File: src/rtl/mem_access_arbiter.sv
// Shares the MEM2 single-port data memory between the pipeline and a loader/debug port,
// inserting WAIT_STATES per access. Define ARB_FAIRNESS_EN to enable loader anti-starvation.
module mem_access_arbiter #(
  parameter int WAIT_STATES  = 1,
  parameter int STARVE_LIMIT = 8
) (
  input  logic        clk,
  input  logic        rst,
  input  logic        pipe_r_en,
  input  logic        pipe_w_en,
  input  logic [31:0] pipe_addr,
  input  logic [31:0] pipe_wdata,
  output logic [31:0] pipe_rdata,
  output logic        pipe_freeze,
  input  logic        ldr_req,
  input  logic        ldr_we,
  input  logic [31:0] ldr_addr,
  input  logic [31:0] ldr_wdata,
  output logic        ldr_gnt,
  output logic        ldr_done,
  output logic [31:0] ldr_rdata,
  output logic        mem_r_en,
  output logic        mem_w_en,
  output logic [31:0] mem_addr,
  output logic [31:0] mem_wdata,
  input  logic [31:0] mem_rdata
);

  typedef enum logic {IDLE, BUSY} state_t;
  typedef enum logic {OWN_PIPE, OWN_LDR} owner_t;

  localparam int CNT_W = $clog2(WAIT_STATES + 2);
  localparam logic [CNT_W-1:0] CNT_INIT = CNT_W'(WAIT_STATES);

  if (WAIT_STATES < 0 || STARVE_LIMIT < 1) begin : g_bad_params
    $error("mem_access_arbiter: WAIT_STATES must be >= 0 and STARVE_LIMIT >= 1");
  end

  state_t           state_q, state_d;
  owner_t           owner_q, owner_d;
  logic [CNT_W-1:0] cnt_q, cnt_d;
  logic [31:0]      addr_q, addr_d;
  logic [31:0]      wdata_q, wdata_d;
  logic             we_q, we_d;
  logic [31:0]      pipe_rdata_q, pipe_rdata_d;
  logic [31:0]      ldr_rdata_q, ldr_rdata_d;

  logic pipe_req;
  logic grant_pipe;
  logic grant_ldr;
  logic done;
  logic force_ldr;

  assign pipe_req = pipe_r_en | pipe_w_en;

`ifdef ARB_FAIRNESS_EN
  localparam int SW = $clog2(STARVE_LIMIT + 1);
  localparam logic [SW-1:0] STARVE_MAX = SW'(STARVE_LIMIT);

  logic [SW-1:0] starve_q, starve_d;

  // Counts pipe grants that jumped a waiting loader; saturates at the limit.
  always_comb begin
    starve_d = starve_q;
    if (!ldr_req || grant_ldr) begin
      starve_d = '0;
    end else if (grant_pipe && (starve_q != STARVE_MAX)) begin
      starve_d = starve_q + SW'(1);
    end
  end

  always_ff @(posedge clk or negedge rst) begin
    if (!rst) begin
      starve_q <= '0;
    end else begin
      starve_q <= starve_d;
    end
  end

  assign force_ldr = ldr_req && (starve_q == STARVE_MAX);
`else
  assign force_ldr = 1'b0;
`endif

  always_comb begin
    state_d      = state_q;
    owner_d      = owner_q;
    cnt_d        = cnt_q;
    addr_d       = addr_q;
    wdata_d      = wdata_q;
    we_d         = we_q;
    pipe_rdata_d = pipe_rdata_q;
    ldr_rdata_d  = ldr_rdata_q;
    grant_pipe   = 1'b0;
    grant_ldr    = 1'b0;
    done         = 1'b0;
    case (state_q)
      IDLE: begin
        if (pipe_req && !force_ldr) begin
          grant_pipe = 1'b1;
          owner_d    = OWN_PIPE;
          addr_d     = pipe_addr;
          wdata_d    = pipe_wdata;
          we_d       = pipe_w_en;
        end else if (ldr_req) begin
          grant_ldr  = 1'b1;
          owner_d    = OWN_LDR;
          addr_d     = ldr_addr;
          wdata_d    = ldr_wdata;
          we_d       = ldr_we;
        end
        if (grant_pipe || grant_ldr) begin
          cnt_d   = CNT_INIT;
          state_d = BUSY;
        end
      end
      BUSY: begin
        // Read data from the memory is only valid in the final BUSY cycle.
        if (cnt_q == '0) begin
          done    = 1'b1;
          state_d = IDLE;
          if (!we_q) begin
            if (owner_q == OWN_PIPE) begin
              pipe_rdata_d = mem_rdata;
            end else begin
              ldr_rdata_d  = mem_rdata;
            end
          end
        end else begin
          cnt_d = cnt_q - CNT_W'(1);
        end
      end
      default: state_d = IDLE;
    endcase
  end

  always_ff @(posedge clk or negedge rst) begin
    if (!rst) begin
      state_q      <= IDLE;
      owner_q      <= OWN_PIPE;
      cnt_q        <= '0;
      addr_q       <= '0;
      wdata_q      <= '0;
      we_q         <= 1'b0;
      pipe_rdata_q <= '0;
      ldr_rdata_q  <= '0;
    end else begin
      state_q      <= state_d;
      owner_q      <= owner_d;
      cnt_q        <= cnt_d;
      addr_q       <= addr_d;
      wdata_q      <= wdata_d;
      we_q         <= we_d;
      pipe_rdata_q <= pipe_rdata_d;
      ldr_rdata_q  <= ldr_rdata_d;
    end
  end

  // Request-driven outputs are gated by rst so they read 0 while reset is held.
  assign mem_r_en    = (state_q == BUSY) && !we_q;
  assign mem_w_en    = (state_q == BUSY) && we_q;
  assign mem_addr    = (state_q == BUSY) ? addr_q  : '0;
  assign mem_wdata   = (state_q == BUSY) ? wdata_q : '0;
  assign pipe_freeze = rst && pipe_req && !(done && (owner_q == OWN_PIPE));
  assign pipe_rdata  = (done && (owner_q == OWN_PIPE) && !we_q) ? mem_rdata : pipe_rdata_q;
  assign ldr_gnt     = rst && grant_ldr;
  assign ldr_done    = done && (owner_q == OWN_LDR);
  assign ldr_rdata   = ldr_rdata_q;

endmodule

File: config.mk
export PLATFORM = sky130hd
export DESIGN_NAME = mem_access_arbiter
export DESIGN_NICKNAME = d
export VERILOG_FILES = /design/src/rtl/mem_access_arbiter.sv
export SDC_FILE = /design/constraint.sdc
export NUM_CORES = 1
export LEC_CHECK = 0
export BUFFER_PORTS_ARGS = -buffer_cell sky130_fd_sc_hd__buf_2
export CAP_MARGIN = 40
export CORE_MARGIN = 5
export CORE_UTILIZATION = 25
export DETAILED_ROUTE_END_ITERATION = 16
export MAX_ROUTING_LAYER = met4
export PLACE_DENSITY = 0.51
export SYNTH_ARGS = -nofsm -noshare
export SYNTH_HDL_FRONTEND = slang
export SYNTH_SLANG_ARGS = --single-unit
File: constraint.sdc
create_clock -name clk -period 2.85 [get_ports clk]
set_input_delay 0.57 -clock clk [delete_from_list [all_inputs] [get_ports clk]]
set_output_delay 0.57 -clock clk [all_outputs]
set_load 0.02 [all_outputs]
# [Word level (Yosys, flattened, before mapping)]
# Index checks and enable logic that the tools add are counted.
[classes] n_div=0 shift=0 addsub=1 n_reduce_logical=17 magnitude_cmp=0 mul=0 mux=25 n_eq_ne=2 n_bitwise=4
[ops] operator="$mux 32" count=7
[ops] operator="$mux 1" count=14
[ops] operator="$logic_and 1x1->1" count=8
[ops] operator="$reduce_and 4->1" count=2
[ops] operator="$mux 2" count=2
[ops] operator="$ne 2x2->1 const B" count=2
[ops] operator="$pmux 2 s2" count=1
[ops] operator="$reduce_and 2->1" count=2
[ops] operator="$not 1->1" count=3
[ops] operator="$logic_not 1->1" count=2
[ops] operator="$logic_not 2->1" count=1
[ops] operator="$pmux 1 s2" count=1
[ops] operator="$reduce_bool 2->1" count=1
[ops] operator="$sub 2x1->2 const B" count=1
[ops] operator="$logic_or 1x1->1" count=1
[ops] operator="$or 1x1->1" count=1
[totals] wordCells=57 inputBits=166 ramBits=0 rom_bits=0 regBits=133 output_inout_bits=133 mem_count=0 latch_bits=0

# [Depth between registers and ports, before layout]
# Gate-level depths: netlist (run 1).
[logic_depth] depth_word=6 depth_mapped=7 mapped_depth_nobuf=5

# [Worst setup path after synthesis (run 1)]
# OpenSTA, ideal clock, no wires.
[synth_timing] path_kind="register to output" startpoint="register cnt_q[0]" endpoint="output port pipe_rdata[0]" slack_ns=0.660 arrival_ns=1.620 t_required_ns=2.280 stages_incl_launch_ff=7 path_buffers=1 path_cell_list="dfrtp_1 inv_1 ha_1 nand2_1 nor3_4 buf_2 mux2_1"
[synth_between] elab_chain_cells=6
[synth_lines] item="start, declared" line="41" text="logic [CNT_W-1:0] cnt_q, cnt_d;"
[synth_lines] item="start signal, assigned" line="150" text="cnt_q <= cnt_d;"
[synth_lines] item="$logic_not 2->1" line="119" text="if (cnt_q == '0) begin"
[synth_lines] item="$mux 1" line="119"
[synth_lines] item="$mux 1" line="97" text="case (state_q)"
[synth_lines] item="$logic_and 1x1->1 (2 in series)" line="165" text="assign pipe_rdata = (done && (owner_q == OWN_PIPE) && !we_q) ? mem_rdata : pipe_rdata_q;"
[synth_lines] item="$mux 32" line="165"
[synth_lines] item="end, declared" line="13" text="output logic [31:0] pipe_rdata,"
# Every way passes these cells.

# [Worst setup path after layout (run 1)]
[layout_timing] startpoint="register cnt_q[1]" endpoint="output port pipe_rdata[24]"
# The elaborated chain is that of the path after synthesis.

==> metrics.md, run 1 <==
| Metric | Value |
|---|---|
| Outcome | `complete, no violations` |
| Syn Area/Cell | `13.83 um^2` |
| Initial antenna violation count | `0` |
| Critical path class | `flip-flop to output port` |
| Port Buffer Count | `298` |
| Antenna cells | `0` |
| Distinct cells, synth | `24` |
| Crit path launch type | `flip-flop` |
| Routability cong. | `0.7277` |
| First drt pass iteration count | `4` |
| Worst Hold Depth | `2` |
| CTS tree | `built` |
| CTS Root Cell | `clkbuf_16` |
| Setup crit end kind | `output port` |
| H-tree lvl count | `4` |
| CP max FO | `13` |
| Highest Clock Rate | `367.6 MHz` |
| CP arrival | `2.15 ns` |
| TNS Setup | `0 ns` |
| Drt drc | `0` |
| R2r setup slk | `0.86 ns` |
| Area growth from synthesis to layout | `38.77%` |
| Commonest register cell after synthesis | `dfrtp_1` |
| Post-Synthesis Cells | `479` |
| Req. time, crit path | `2.28 ns` |
| Most frequent cell after synthesis | `mux2_2` |
| EDFF count, synth | `0` |
| Max transition margin | `55.95%` |
| Total CTS buffers | `17` |
| Slew @ Worst Pin | `0.6608 ns` |
| Fillers | `2,642` |
| Clk sinks | `133` |
| Max-slew violation count | `0` |
| Tmin final | `2.720 ns` |
| Type of the worst min-delay path | `input port to flip-flop` |
| Gr usage total | `12.07%` |
| Final hold slack | `0.4086 ns` |
| Asr flop ratio synth | `100.0%` |
| Vias per cell | `4.201` |
| Final Cycle Share | `95.44%` |
| Max cap viols | `0` |
| Average wire per standard cell | `16.66 um` |
| Hold Crit Start | `mem_rdata[12]` |
| Worst Skew | `0.008770 ns` |
| CORE AREA | `26,060 um^2` |
| DIE WIDTH | `172.8 um` |
| Routed wire length | `18,780 um` |
| Pin count of the biggest net entering global routing | `117` |
| Grt total ovfl | `0` |
| CP Launch Point | `cnt_q[1]$_DFFE_PN0P_` |
| Worst-path clk slew | `0.06 ns` |
| Leak | `4.291 nW` |
| Register bit count reported by yosys | `133` |
| Multi-input gate area | `3113 um^2` |
| Yosys Warn Count | `0` |
| Worst Reg-to-Reg Cells | `8` |
| Reg-to-Reg Start | `cnt_q[1]$_DFFE_PN0P_` |
| Share of layout cells above drive strength 1 | `69.32%` |
| Synthesized Nets | `646` |
| Die area | `29,860 um^2` |
| Hpwl dp | `13,170 um` |
| Area of the mapped netlist | `6625 um^2` |
| Pwr Density | `1183 nW/um^2` |
| Post-synth top area share | `50.24%` |
| Commonest cells in the synthesized netlist | `mux2_2, dfrtp_1, and2_1, mux2_1` |
| Register area | `3329 um^2` |
| Worst R2R End | `pipe_rdata_q[2]$_DFFE_PN0P_` |
| Post-route ant nets | `0` |
| Num ports | `299` |
| Rows | `59` |
| Nets | `946` |
| Main area contributors after synthesis | `dfrtp_1, mux2_2, and2_1` |
| DR iter-0 viols | `130` |
| Setup violators final | `0` |
| Clk_lat worst skew | `0.41 ns` |
| Dominant cell type by area after synthesis | `dfrtp_1` |
| Chip Height | `172.8 um` |
| Vias | `4,734` |
| Vias in the first global route | `5,172` |
| Clock buffer depth | `2` |
| Sequential element share of the synthesized area | `50.24%` |
| RSZ-0062 raised after global routing | `false` |
| Worst VDD drop | `0.4781 mV` |
| First-pass GRT wire length | `28,310 um` |
| Starting density of the core | `25.42%` |
| Hold path endpoint | `pipe_rdata_q[12]$_DFFE_PN0P_` |
| Fin. Hold Viols | `0` |
-- metrics by stage --
step	setup WS (ns)	power [W]	util (%)	cell area (um^2)	cells
after floorplan	0.6597	0.006847	-	6625	479
after global placement	0.5917	0.008576	32.49	8466	1088
after detailed placement	0.5585	0.008621	32.49	8466	1088
after CTS	0.09528	0.01097	34.84	9079	1121
after global routing	0.004645	0.01159	35.28	9194	1127
final	0.1299	0.01087	35.28	9194	1127
-- power breakdown --
part | internal, W | switching, W | total [W]
sequential | 0.00286 | 0.000464 | 0.00333
combinational | 0.00238 | 0.00290 | 0.00528
clock | 0.00139 | 0.000881 | 0.00227
-- per-layer routing --
layer,share of wire [%],GRT usage [%],wire length (um)
met4,0.83,2.850,155
met1,41,13.78,7759
met5,0,-,0
met2,51,20.54,9590
met3,6.8,4.083,1275
-- what timing repair did --
action,CTS,global route
endpoints found under the setup margin,0,14
buffers inserted,0,2
hold buffers,1,0
gates resized for setup,0,9
hold endpoints to repair,17,0
-- kinds of logic after synthesis --
kind of cell | synth area share [%]
DFF | 50.24
and+or+nand+nor | 7.328
buffers and inverters | 3.229
xor gates and xnor gates | 0.1322
AOI/OAI and AO/OA | 0.8121
adders and majority gates | 0.1888
muxes | 38.07
-- placed cells by master, fill, tap and decap left out, types with 2 or more instances in the layout --
cell type,netlist,layout
buf_6,5,3
nor2_4,0,2
mux2_1,26,26
buf_12,0,5
clkbuf_16,0,19
bufinv_16,0,3
and3_1,2,2
inv_6,0,4
and2_1,65,65
buf_2,9,297
dfrtp_1,133,132
mux2_2,198,198
o21ai_0,3,3
clkinv_2,0,2
nand2b_1,2,2
clkinvlp_4,0,4
nor2b_1,2,2
inv_1,3,3
buf_4,9,5
-- worst max-delay path, cell delays in order, from the launching register on --
cell     delay [ns]
dfrtp_1        0.37
inv_1          0.11
ha_4           0.15
nand2_2        0.07
nor3_4         0.21
buf_4          0.18
buf_12         0.16
mux2_2         0.34
buf_2          0.16
-- area by class of cell --
type / count / area share (%)
sequential: 133 / 36.21
tap: 335 / 4.559
multi-input combinational: 311 / 33.86
inverter: 3 / 0.1225
clock inverter: 14 / 1.892
timing repair buffer: 313 / 18.69
clock buffer: 18 / 4.668
-- sequential cells by signal, indices dropped and copies added (netlist names) --
| name | flops |
|---|---|
| we_q | 1 |
| state_q | 1 |
| cnt_q | 2 |
| pipe_rdata_q | 32 |
| ldr_rdata | 32 |
| owner_q | 1 |
| addr_q | 32 |
| wdata_q | 32 |
-- how the worst max path moves through the flow --
| stage | end | cells after the start |
|---|---|---|
| floorplan | pipe_rdata[0] | 6 |
| global placement | pipe_rdata[12] | 7 |
| detailed placement | pipe_rdata[20] | 7 |
| CTS | pipe_rdata[20] | 7 |
| global route | pipe_rdata[25] | 8 |
| finish | pipe_rdata[24] | 8 |
Power figures use the tool's default switching activity.
==> run 2: changes to the inputs <==
--- a/config.mk
+++ b/config.mk
@@ -12,6 +12,7 @@
 export DETAILED_ROUTE_END_ITERATION = 16
 export MAX_ROUTING_LAYER = met4
 export PLACE_DENSITY = 0.51
+export SLEW_MARGIN = 20
 export SYNTH_ARGS = -nofsm -noshare
 export SYNTH_HDL_FRONTEND = slang
 export SYNTH_SLANG_ARGS = --single-unit
==> constraint.sdc (replaced) <==
create_clock -name clk -period 2.59 [get_ports clk]
set_input_delay 0.518 -clock clk [delete_from_list [all_inputs] [get_ports clk]]
set_output_delay 0.518 -clock clk [all_outputs]
set_load 0.02 [all_outputs]
==> metrics.md, run 2 (synthesis results as in run 1) <==
| Metric | Value |
|---|---|
| Vias | `4,804` |
| Slew @ Worst Pin | `0.6574 ns` |
| Chip Height | `172.8 um` |
| Non-filler cells in the finished layout | `1,131` |
| Outcome | `finished with violations` |
| DIE WIDTH | `172.8 um` |
| PnR worst setup slack | `-0.01331 ns` |
| Clk_lat worst skew | `0.41 ns` |
| Switch Pwr | `0.004754 W` |
| Num ports | `299` |
| Gr usage total | `12.49%` |
| Final Cell Area | `9533 um^2` |
| RSZ-0062 raised after global routing | `true` |
| Port Buffer Count | `298` |
| Clk sinks | `133` |
| R2r setup slk | `0.69 ns` |
| Fillers | `2,557` |
| First drt pass iteration count | `4` |
| DR iter-0 viols | `130` |
| Clock buffer depth | `2` |
| Tmin final | `2.603 ns` |
| Setup crit end kind | `output port` |
| Routed wire length | `19,110 um` |
| Total CTS buffers | `17` |
| Critical path class | `flip-flop to output port` |
| Starting density of the core | `25.42%` |
| Nets | `951` |
| CTS tree | `built` |
| Most common cell after layout, fill and taps aside | `buf_2` |
| Pin count of the biggest net entering global routing | `62` |
| Switching Share | `37.56%` |
| Pwr Density | `1328 nW/um^2` |
| Vias in the first global route | `5,173` |
| Leak | `4.468 nW` |
| Worst Skew | `0.007875 ns` |
| Hpwl dp | `13,270 um` |
| Most frequent cells in the layout | `buf_2, mux2_2, dfrtp_1` |
| Placed Area | `8468 um^2` |
| Rows | `59` |
| Setup violators final | `6` |
| CP arrival | `2.09 ns` |
| Max cap viols | `0` |
| Type of the worst min-delay path | `input port to asynchronous set/reset pin` |
| Req. time, crit path | `2.07 ns` |
| H-tree lvl count | `4` |
| Int Power | `0.007905 W` |
| Average wire per standard cell | `16.90 um` |
| Share of layout cells above drive strength 1 | `70.10%` |
| Crit path launch type | `flip-flop` |
| Fin. Hold Viols | `0` |
| Worst-path clk slew | `0.06 ns` |
| Max transition margin | `56.17%` |
| Vias per cell | `4.248` |
| Highest Clock Rate | `384.1 MHz` |
| CP max FO | `6` |
| Antenna cells | `0` |
| CTS Root Cell | `clkbuf_16` |
| Grt total ovfl | `0` |
| Final Cycle Share | `100.5%` |
| Area growth from synthesis to layout | `43.89%` |
| Placed insts | `1,090` |
| Post-CTS Hold Fix Bufs | `0` |
| Failing checks | `negative setup slack` |
| Max-slew violation count | `0` |
| Post-route ant nets | `0` |
| Routability cong. | `0.7032` |
| Combinational power share | `50.5%` |
| Drt drc | `0` |
| Clock network fraction of total power | `20.5%` |
| Initial antenna violation count | `0` |
| Die area | `29,860 um^2` |
| CORE AREA | `26,060 um^2` |
| First-pass GRT wire length | `29,100 um` |
| Sequential power share | `29.0%` |
| Worst VDD drop | `0.6031 mV` |
run 2: what timing repair did:
action | in CTS | in global routing
gates cloned | 2 | 3
setup buffers | 5 | 1
pin swaps | 0 | 3
gates resized for setup | 5 | 83
endpoints found under the setup margin | 32 | 32
run 2: through the flow:
step / hold slack [ns] / utilization (%) / total power [W] / setup TNS (ns) / worst slack [ns]
after CTS: 0.2083 / 35.33 / 0.01226 / -2.059 / -0.09196
final: 0.1878 / 36.58 / 0.01266 / -0.04744 / -0.01331
after global placement: 0.4616 / 32.50 / 0.009437 / 0 / 0.3797
after global routing: 0.2173 / 36.58 / 0.01345 / -2.358 / -0.1121
after floorplan: 0.2224 / - / 0.007535 / 0 / 0.4517
after detailed placement: 0.4682 / 32.50 / 0.009470 / 0 / 0.3425
run 2: power groups by stage:
stage	registers (W)	clock network [W]	logic [W]
2_1_floorplan	0.00386	0	0.00367
3_3_place_gp	0.00368	0	0.00576
3_5_place_dp	0.00368	0	0.00579
4_1_cts	0.00366	0.00269	0.00591
5_1_grt	0.00380	0.00278	0.00687
6_report	0.00367	0.00260	0.00639
run 2: critical path, stage by stage, from the launching register on:
cell	delay (ns)
dfrtp_1	0.38
inv_2	0.07
ha_4	0.15
nand2_4	0.06
nor3_4	0.20
buf_6	0.19
buf_8	0.15
mux2_2	0.35
buf_6	0.13
run 2: path summary, 6_finish.rpt:
kind | from | to | cells past startpoint
setup / recovery | cnt_q[1]$_DFFE_PN0P_ | pipe_rdata[5] | 8
hold / removal | rst | wdata_q[17]$_DFFE_PN0P_ | 2
setup reg to reg | cnt_q[1]$_DFFE_PN0P_ | pipe_rdata_q[29]$_DFFE_PN0P_ | 8
hold reg to reg | addr_q[7]$_DFFE_PN0P_ | addr_q[7]$_DFFE_PN0P_ | 1
max in group asynchronous | rst | state_q$_DFF_PN0_ | 2
min in group clk | mem_rdata[7] | pipe_rdata_q[7]$_DFFE_PN0P_ | 2
run 2: final cells by class:
class,instances,area [um^2],area share (%)
repair buffers,318,1933,20.28
well taps,335,419.2,4.397
flip-flops and latches,133,3329,34.93
multi-input cells,311,3208,33.65
clock buffers,19,452.9,4.751
clock inverters,12,178.9,1.877
inverters,3,11.26,0.1181
run 2: routing by layer:
metal	routed length (um)	track usage, %
met2	9695	21.01
met3	1248	4.148
met5	0	-
met4	157	2.686
met1	8009	14.65
